--- src/rtl/pmu_counter_bank.sv ---
// -----------------------------------------------------------------------------
// pmu_counter_bank
//
// Register bank and responder for the PMU counter interface. Holds the event
// counters, the control register (count enable / clear-all) and the sticky
// overflow register. It answers four-phase enable/valid handshakes from the
// PMU AXI bridge. That bridge may run on an unrelated clock, so both request
// levels are brought in through 2-flop synchronizers.
//
// Address map (byte addresses; bits [2:0] ignored):
//   0x00        CTRL  bit0 count enable (R/W), bit1 clear-all (write-only, reads 0)
//   0x08        OVF   sticky per-counter overflow, write-1-to-clear
//   0x10 + 8*i  counter i (R/W)
//   other       reads 0, writes ignored but acknowledged
//
// Ports:
//   clk, rst                  bank clock, asynchronous active-high reset
//   events                    per-counter increment pulses
//   counter_read_enable       read request level (asynchronous)
//   counter_read_address      read byte address
//   counter_read_valid        read acknowledge level
//   counter_read_data         read result, held until the next read
//   counter_write_enable      write request level (asynchronous)
//   counter_write_address     write byte address
//   counter_write_data        write data
//   counter_write_valid       write acknowledge level
// -----------------------------------------------------------------------------
module pmu_counter_bank #(
  parameter int N_COUNTERS            = 16,
  parameter int COUNTER_ADDRESS_WIDTH = 16,
  parameter int COUNTER_DATA_WIDTH    = 64
) (
  input  logic                             clk,
  input  logic                             rst,
  input  logic [N_COUNTERS-1:0]            events,
  input  logic                             counter_read_enable,
  input  logic [COUNTER_ADDRESS_WIDTH-1:0] counter_read_address,
  output logic                             counter_read_valid,
  output logic [COUNTER_DATA_WIDTH-1:0]    counter_read_data,
  input  logic                             counter_write_enable,
  input  logic [COUNTER_ADDRESS_WIDTH-1:0] counter_write_address,
  input  logic [COUNTER_DATA_WIDTH-1:0]    counter_write_data,
  output logic                             counter_write_valid
);

  localparam int AW    = COUNTER_ADDRESS_WIDTH;
  localparam int DW    = COUNTER_DATA_WIDTH;
  localparam int IDX_W = AW - 3;

  typedef enum logic [1:0] {
    IDLE   = 2'd0,
    RD_ACK = 2'd1,
    WR_ACK = 2'd2
  } state_t;

  // ---------------------------------------------------------------------------
  // Request synchronizers
  // ---------------------------------------------------------------------------
  logic [1:0] rd_sync;
  logic [1:0] wr_sync;
  logic       rd_en_s;
  logic       wr_en_s;

  // NOTE: sequential state uses non-blocking assignments so every flop samples
  // the pre-edge value of its neighbours, independent of statement order.
  always_ff @(posedge clk or posedge rst) begin
    if (rst) begin
      rd_sync <= '0;
      wr_sync <= '0;
    end else begin
      rd_sync <= {rd_sync[0], counter_read_enable};
      wr_sync <= {wr_sync[0], counter_write_enable};
    end
  end

  assign rd_en_s = rd_sync[1];
  assign wr_en_s = wr_sync[1];

  // ---------------------------------------------------------------------------
  // Handshake FSM
  // ---------------------------------------------------------------------------
  state_t state;
  state_t state_next;
  logic   do_write;
  logic   do_read;

  always_ff @(posedge clk or posedge rst) begin
    if (rst) state <= IDLE;
    else     state <= state_next;
  end

  // NOTE: every signal assigned in an always_comb gets a default first, so no
  // path through the block leaves it unassigned and no latch is inferred.
  always_comb begin
    state_next = state;
    case (state)
      IDLE: begin
        // Writes take priority; a held read is picked up after WR_ACK.
        if (wr_en_s)      state_next = WR_ACK;
        else if (rd_en_s) state_next = RD_ACK;
      end
      WR_ACK:  if (!wr_en_s) state_next = IDLE;
      RD_ACK:  if (!rd_en_s) state_next = IDLE;
      default: state_next = IDLE;
    endcase
  end

  // Valids decode straight from the state register, so an asynchronous reset
  // drops them at once.
  always_comb begin
    do_write            = (state == IDLE) && wr_en_s;
    do_read             = (state == IDLE) && rd_en_s && !wr_en_s;
    counter_write_valid = (state == WR_ACK);
    counter_read_valid  = (state == RD_ACK);
  end

  // ---------------------------------------------------------------------------
  // Address decode
  // ---------------------------------------------------------------------------
  logic [IDX_W-1:0]      wr_idx;
  logic [IDX_W-1:0]      rd_idx;
  logic                  wr_ctrl;
  logic                  wr_ovf;
  logic                  clear_all;
  logic [N_COUNTERS-1:0] wr_hit;
  logic [N_COUNTERS-1:0] ovf_clr;
  logic                  unused_addr_bits;

  assign wr_idx = counter_write_address[AW-1:3];
  assign rd_idx = counter_read_address[AW-1:3];

  // Byte-lane bits carry no meaning in this register file.
  assign unused_addr_bits = ^{counter_read_address[2:0], counter_write_address[2:0]};

  assign wr_ctrl   = do_write && (wr_idx == IDX_W'(0));
  assign wr_ovf    = do_write && (wr_idx == IDX_W'(1));
  assign clear_all = wr_ctrl && counter_write_data[1];

  // OVF bits map onto write-data bits, so DW is expected to be >= N_COUNTERS.
  always_comb begin
    wr_hit  = '0;
    ovf_clr = '0;
    for (int i = 0; i < N_COUNTERS; i++) begin
      wr_hit[i]  = do_write && (wr_idx == IDX_W'(i + 2));
      ovf_clr[i] = wr_ovf && counter_write_data[i];
    end
  end

  // ---------------------------------------------------------------------------
  // Counters, control and overflow
  // ---------------------------------------------------------------------------
  logic                  ctrl_en;
  logic [N_COUNTERS-1:0] ovf;
  logic [DW-1:0]         cnt [N_COUNTERS];
  logic [N_COUNTERS-1:0] inc;
  logic [N_COUNTERS-1:0] wrap;

  // A software write or clear-all in the same cycle drops the increment.
  always_comb begin
    inc  = '0;
    wrap = '0;
    for (int i = 0; i < N_COUNTERS; i++) begin
      inc[i]  = ctrl_en && events[i] && !wr_hit[i] && !clear_all;
      wrap[i] = inc[i] && (&cnt[i]);
    end
  end

  always_ff @(posedge clk or posedge rst) begin
    if (rst) begin
      ctrl_en <= 1'b0;
    end else if (wr_ctrl) begin
      ctrl_en <= counter_write_data[0];
    end
  end

  // A wrap is ORed in after the W1C mask, so a same-cycle wrap keeps the bit.
  always_ff @(posedge clk or posedge rst) begin
    if (rst)            ovf <= '0;
    else if (clear_all) ovf <= '0;
    else                ovf <= (ovf & ~ovf_clr) | wrap;
  end

  // NOTE: the counter array is built from flops rather than a RAM, so it
  // takes the asynchronous reset like any other register here.
  always_ff @(posedge clk or posedge rst) begin
    if (rst) begin
      for (int i = 0; i < N_COUNTERS; i++) cnt[i] <= '0;
    end else begin
      for (int i = 0; i < N_COUNTERS; i++) begin
        if (clear_all)      cnt[i] <= '0;
        else if (wr_hit[i]) cnt[i] <= counter_write_data;
        else if (inc[i])    cnt[i] <= cnt[i] + DW'(1);
      end
    end
  end

  // ---------------------------------------------------------------------------
  // Read path: snapshot of the pre-edge register value
  // ---------------------------------------------------------------------------
  logic [DW-1:0] rd_mux;

  always_comb begin
    rd_mux = '0;
    if (rd_idx == IDX_W'(0)) rd_mux[0] = ctrl_en;
    if (rd_idx == IDX_W'(1)) rd_mux[N_COUNTERS-1:0] = ovf;
    for (int i = 0; i < N_COUNTERS; i++) begin
      if (rd_idx == IDX_W'(i + 2)) rd_mux = cnt[i];
    end
  end

  always_ff @(posedge clk or posedge rst) begin
    if (rst)          counter_read_data <= '0;
    else if (do_read) counter_read_data <= rd_mux;
  end

endmodule

--- config.mk ---
export PLATFORM = sky130hd
export DESIGN_NAME = pmu_counter_bank
export DESIGN_NICKNAME = d
export VERILOG_FILES = /design/src/rtl/pmu_counter_bank.sv
export SDC_FILE = /design/constraint.sdc
export NUM_CORES = 2
export LEC_CHECK = 0
export CAP_MARGIN = 20
export CORE_MARGIN = 2
export CORE_UTILIZATION = 35
export DETAILED_ROUTE_END_ITERATION = 12
export MAX_ROUTING_LAYER = met4
export REMOVE_ABC_BUFFERS = 1
export SLEW_MARGIN = 10
export SYNTH_ARGS = -nofsm -noshare
export SYNTH_HDL_FRONTEND = slang
export SYNTH_SLANG_ARGS = --single-unit
--- constraint.sdc ---
create_clock -name clk -period 47.1 [get_ports clk]
set_input_delay 9.42 -clock clk [delete_from_list [all_inputs] [get_ports clk]]
set_output_delay 9.42 -clock clk [all_outputs]
set_load 0.05 [all_outputs]
=== Yosys cells after proc, flatten, opt, wreduce, memory -nomap -nowiden ===
Index checks and enable logic that the tools add are counted.

* Reductions and logical operators: 156
* Equality and inequality tests: 39
* Add/subtract/negate cells: 16
* Multiplexer cells: 72
* $lt $le $gt $ge: 0
* Bitwise operators: 3
* Shifts and indexed selects: 0
* Divide/modulo/power cells: 0
* Multipliers: 0

{| class="wikitable"
|+ Operator list
! cell !! count
|-
| two-way mux 64 bit || 64
|-
| adder 64 x 1 -> 64 bit (second input constant) || 16
|-
| AND reduction 64 bit || 16
|-
| equality test 13 x 4 -> 1 bit (second input constant) || 16
|-
| equality test 13 x 3 -> 1 bit (second input constant) || 8
|-
| logical AND 1 bit || 102
|-
| equality test 13 x 2 -> 1 bit (second input constant) || 4
|-
| equality test 13 x 5 -> 1 bit (second input constant) || 4
|-
| nonzero test 3 bit || 16
|-
| two-way mux 16 bit || 2
|-
| equality test 13 x 1 -> 1 bit (second input constant) || 2
|-
| logical NOT 13 bit || 2
|-
| logical NOT 1 bit || 18
|-
| AND 16 bit || 1
|-
| inverter 16 bit || 1
|-
| bitwise OR 16 bit || 1
|-
| two-way mux 2 bit || 4
|-
| case mux 2 bit (3 select lines) || 1
|-
| != test 2 bit (second input constant) || 2
|-
| != test 3 bit (second input constant) || 1
|-
| AND reduction 3 bit || 1
|-
| equality test 2 x 1 -> 1 bit (second input constant) || 1
|-
| equality test 2 bit (second input constant) || 1
|-
| logical NOT 2 bit || 1
|-
| two-way mux 1 bit || 1
|}

* Memories: 0
* Memory bits (writable): 0
* Output and inout bits: 66
* Bits in read-only memories: 0
* Bits of input ports: 116
* Word-level logic and storage cells: 308
* Register bits: 1111
* Latch bits: 0

=== Logic depth before layout (Yosys ltp) ===
* Depth in word-level cells: 19
* Gate-level depth with buffers: 11
* Mapped depth without buffers: 8

=== Worst setup path before layout ===
Ideal clock, no wire load.

* Path type: input to register
* From: in counter_read_address[12]
* To: reg counter_read_data[57]
* Stages: 11
* Path slack: 35.425 ns
* Required time: 47.022 ns
* Library setup time: 0.078 ns
* Arrival: 11.597 ns
* Buffers on the path: 4
* Cell sequence: or4_1 > buf_2 > buf_4 > nor4_2 > buf_2 > buf_4 > nand2_1 > a21oi_1 > a21oi_1 > a211o_1 > a21oi_1

* Word-level cells in the longest chain between the ends: 17
* Elaborated cells on any way between the ends: 32
* Classes of those cells: eq/ne: 16; mux: 16

{| class="wikitable"
|+ RTL lines
! element !! line !! text
|-
| from (decl) || 37 || <nowiki>input logic [COUNTER_ADDRESS_WIDTH-1:0] counter_read_address,</nowiki>
|-
| equality test 13 x 2 -> 1 bit || 207 || <nowiki>if (rd_idx == IDX_W'(i + 2)) rd_mux = cnt[i];</nowiki>
|-
| two-way mux 64 bit (15 in a row) || 207 ||
|-
| two-way mux 64 bit * || 207 ||
|-
| to (signal assigned) || 213 || <nowiki>else if (do_read) counter_read_data <= rd_mux;</nowiki>
|-
| to (decl) || 39 || <nowiki>output logic [COUNTER_DATA_WIDTH-1:0] counter_read_data,</nowiki>
|}

Every way passes the cells marked *; elsewhere a longest branch is shown, timed or not.
A chain may end at the register's enable or synchronous reset.

=== Worst setup path in the final report ===
* From: in counter_write_address[8]
* To: reg cnt[839] (netlist name)

* Word-level cells in the longest chain between the ends: 6
* Elaborated cells on any way between the ends: 12
* Classes of those cells: eq/ne: 1; mux: 2; reduce/logical: 9

{| class="wikitable"
|+ RTL lines
! element !! line !! text
|-
| from (decl) || 41 || <nowiki>input logic [COUNTER_ADDRESS_WIDTH-1:0] counter_write_address,</nowiki>
|-
| equality test 13 x 3 -> 1 bit or logical NOT 13 bit (tied branches) || 144, 135 ||
|-
| logical AND 1 bit, on equally long branches || 144, 135 ||
|-
| logical NOT 1 bit or logical AND 1 bit (tied branches) || 163, 137 ||
|-
| logical AND 1 bit or logical NOT 1 bit (tied branches) || 163 || <nowiki>inc[i] = ctrl_en && events[i] && !wr_hit[i] && !clear_all;</nowiki>
|-
| logical AND 1 bit || 163 ||
|-
| nonzero test 3 bit (no line) || n/a ||
|-
| to (signal, indexed assignment) || 191 || <nowiki>else if (wr_hit[i]) cnt[i] <= counter_write_data;</nowiki>
|-
| to (signal, indexed assignment) || 192 || <nowiki>else if (inc[i]) cnt[i] <= cnt[i] + DW'(1);</nowiki>
|-
| to (decl) || 154 || <nowiki>logic [DW-1:0] cnt [N_COUNTERS];</nowiki>
|}

Several ways; a longest one is shown, not always the timed one.

==> results.yml <==
place:
  place_hpwl_um: 306000
  place_congestion: 1.06
  io_buffers: 175
  dp_slack_ps: 31570
  dpl_cell_area_mm2: 0.0775
  dp.cells: 11500
synthesis:
  syn_area_per_cell_um2: 8.01
  synth-seq-cells: 1111
  synth_edf_count: 0
  yosysWarnings: 0
  synth_cell_types: 90
  synth_area_mm2: 0.0722
  ys.flop_type: "dfrtp_1"
  syn_inst: 9018
  yosysSeqAreaShare: 0.385
  async_flop_share: 1.00
sta:
  clock_skew_ps: 35.5
  fmax_ghz: 0.0666
  relSlewSlack: 0.112
  finalSetupViolations: 0
  worst_pin_slew_ps: 1330
  tns_ps: 0
  hold_viol_final: 0
  fin_ws_ps: 32090
  slew_violations: 0
  grt_setup_unrepaired: "false"
  min_period_ps: 15010
  finalCritPeriodShare: 0.319
cts:
  cts_tree: "done"
  post_cts_resize_count: 0
  postCtsSetupBuffers: 0
  numCtsBuffers: 144
  cts_hold_buf: 0
  clock_sinks: 1111
  clockBufferDepth: 3
  root_buffer: "clkbuf_16"
  htreeDepth: 4
  clkTransAtPathRegs_ps: 60
  clk_latency_ps: 840
floorplanning:
  io_pins: 182
  die_w_um: 458
  initial_core_util: 0.353
  rows: 166
  design.die.area_mm2: 0.210
  die_h_um: 458
  core_mm2: 0.205
detailed_routing:
  vias: 79400
  drc_errors: 0
  drt_iter0_markers: 12800
  first_pass_iters: 9
  vias_per_cell: 6.72
  drt-total-wl_um: 423000
  avgRoutedWirePerCell_um: 35.8
  ant_nets: 0
cells_and_area:
  mostFrequentLayoutCell: "dfrtp_1"
  mostFrequentLayoutCells: "dfrtp_1 (1,110), nor2_1 (931), o21ai_0 (884)"
  drive_gt1_frac: 0.0784
  syn_to_final_growth_pct: 14.1
  layoutNonFillerInstCount: 11800
  finalInstanceArea_mm2: 0.0824
  finish.utilization: 0.402
  final_nets: 9115
setup_path:
  cp-end-kind: "register"
  cp_cell_sequence: "clkdlybuf4s50_1, nor3_1, and3_1, nand3_1, nor3_4, buf_4, buf_12, buf_4, nor3_1"
  critical_path_required_ps: 47730
  cp_slowest_cell: "nor3_4"
  arrival_ps: 15640
  critPathKind: "input pin to register"
  slowest_delay_ps: 960
  cp-start-kind: "input pin"
  path_max_fanout: 143
global_routing:
  antenna_found_initial: 36
  grt_max_degree: 155
  grt_util_all_layers: 0.401
  grt_pass1_vias: 73100
  grt_remaining_overflow: 0
  grt_first_pass_wirelength_um: 583000
pwr:
  leakagePower_nw: 31.8
  power_density_mw_per_mm2: 28.0
  ir_drop_v: 0.0000354
flow_run:
  maxCapViolCount: 0
hold_path:
  worst_hold_path_type: "register to register"
status:
  outcome: "finished, final reports clean"
-- cell type report --
type                            instances  area (um2)
Fill cell                           20900      122000
Multi-Input combinational cell       7105       41800
Sequential cell                      1111       27800
Clock buffer                          230        4320
Timing Repair Buffer                  483        4190
Tap cell                             2688        3360
Inverter                              138         526
Clock inverter                         26         324
Antenna cell                           27        67.6
-- power breakdown --
group          internal (mW)  switching, mW  total [mW]
Sequential             0.966         0.0155       0.982
Combinational         0.0435          0.151       0.194
Clock                  0.650          0.483        1.13
-- worst paths after layout --
kind | from | to | slack (ps) | cells past startpoint
worst max register to register | state[0] | cnt[839] | 40720 | 8
worst min-delay path | wr_sync[0] | wr_sync[1] | 340 | 0
worst min register to register | wr_sync[0] | wr_sync[1] | 340 | 0
max in group asynchronous | rst | cnt[957] | 33340 | 8
min in group asynchronous | rst | counter_read_data[8] | 9150 | 2
worst max-delay path | counter_write_address[8] | cnt[839] | 32090 | 9
-- synthesized netlist by cell type, drive strengths merged (18+ instances only) --
master | n | area share
nand2b | 18 | 0.0016
or2 | 32 | 0.0028
nor2 | 948 | 0.049
o221ai | 52 | 0.0063
nor4b | 18 | 0.0026
or4 | 26 | 0.0028
nor2b | 22 | 0.0019
o21ai | 896 | 0.062
a221oi | 69 | 0.0084
a21oi | 757 | 0.052
dfrtp | 1111 | 0.38
and2 | 66 | 0.0057
and3 | 147 | 0.013
a211oi | 104 | 0.011
o22ai | 80 | 0.0069
a222oi | 33 | 0.0046
buf | 66 | 0.0043
and4 | 110 | 0.013
inv | 138 | 0.0072
xnor2 | 406 | 0.049
nor3 | 425 | 0.030
nand3 | 502 | 0.035
a32oi | 23 | 0.0028
a22oi | 117 | 0.012
xor2 | 341 | 0.041
or3 | 71 | 0.0062
a22o | 37 | 0.0045
nand4 | 339 | 0.029
nor4 | 202 | 0.020
mux2 | 24 | 0.0037
o211ai | 179 | 0.019
a221o | 20 | 0.0028
nand2 | 784 | 0.041
a31oi | 24 | 0.0021
clkbuf | 598 | 0.031
mux2i | 35 | 0.0048
-- cell families (layout without fill, tap and decap cells) --
kind of cell	count (synthesis)	count (layout)	share of synthesized area
xor+xnor	747	747	0.0906
compound gates	2527	2527	0.211
mux	63	63	0.00984
simple gates	3752	3752	0.259
buf+inv	802	877	0.0425
other cells	0	27	0
flops	1111	1111	0.385
fa+ha+maj	16	16	0.00277
-- sequential cells by signal (all words and copies together), names as in the netlist --
signal	count
cnt	1024
counter_read_data	64
ctrl_en	1
ovf	16
rd_sync	2
state	2
wr_sync	2
-- per-layer routing --
layer | vias up | GRT usage | share of wire
met1 | 39000 | 0.494 | 0.37
met5 | - | - | 0
met4 | 0 | 0.288 | 0.088
met3 | 1410 | 0.109 | 0.13
li1 | 33100 | - | -
met2 | 5875 | 0.564 | 0.42
-- critical path: cells and delay by family --
family	cells	cell delay, ps
buffers and inverters	4	2420
and+or+nand+nor	5	3250
-- metrics by stage --
stage               power, mW  hold slack [ps]
detailed placement       1.18              339
CTS                      2.30              352
global route             2.35              359
floorplan                1.07              331
finish                   2.31              343
global placement         1.18              338
Power figures use the tool's default switching activity.
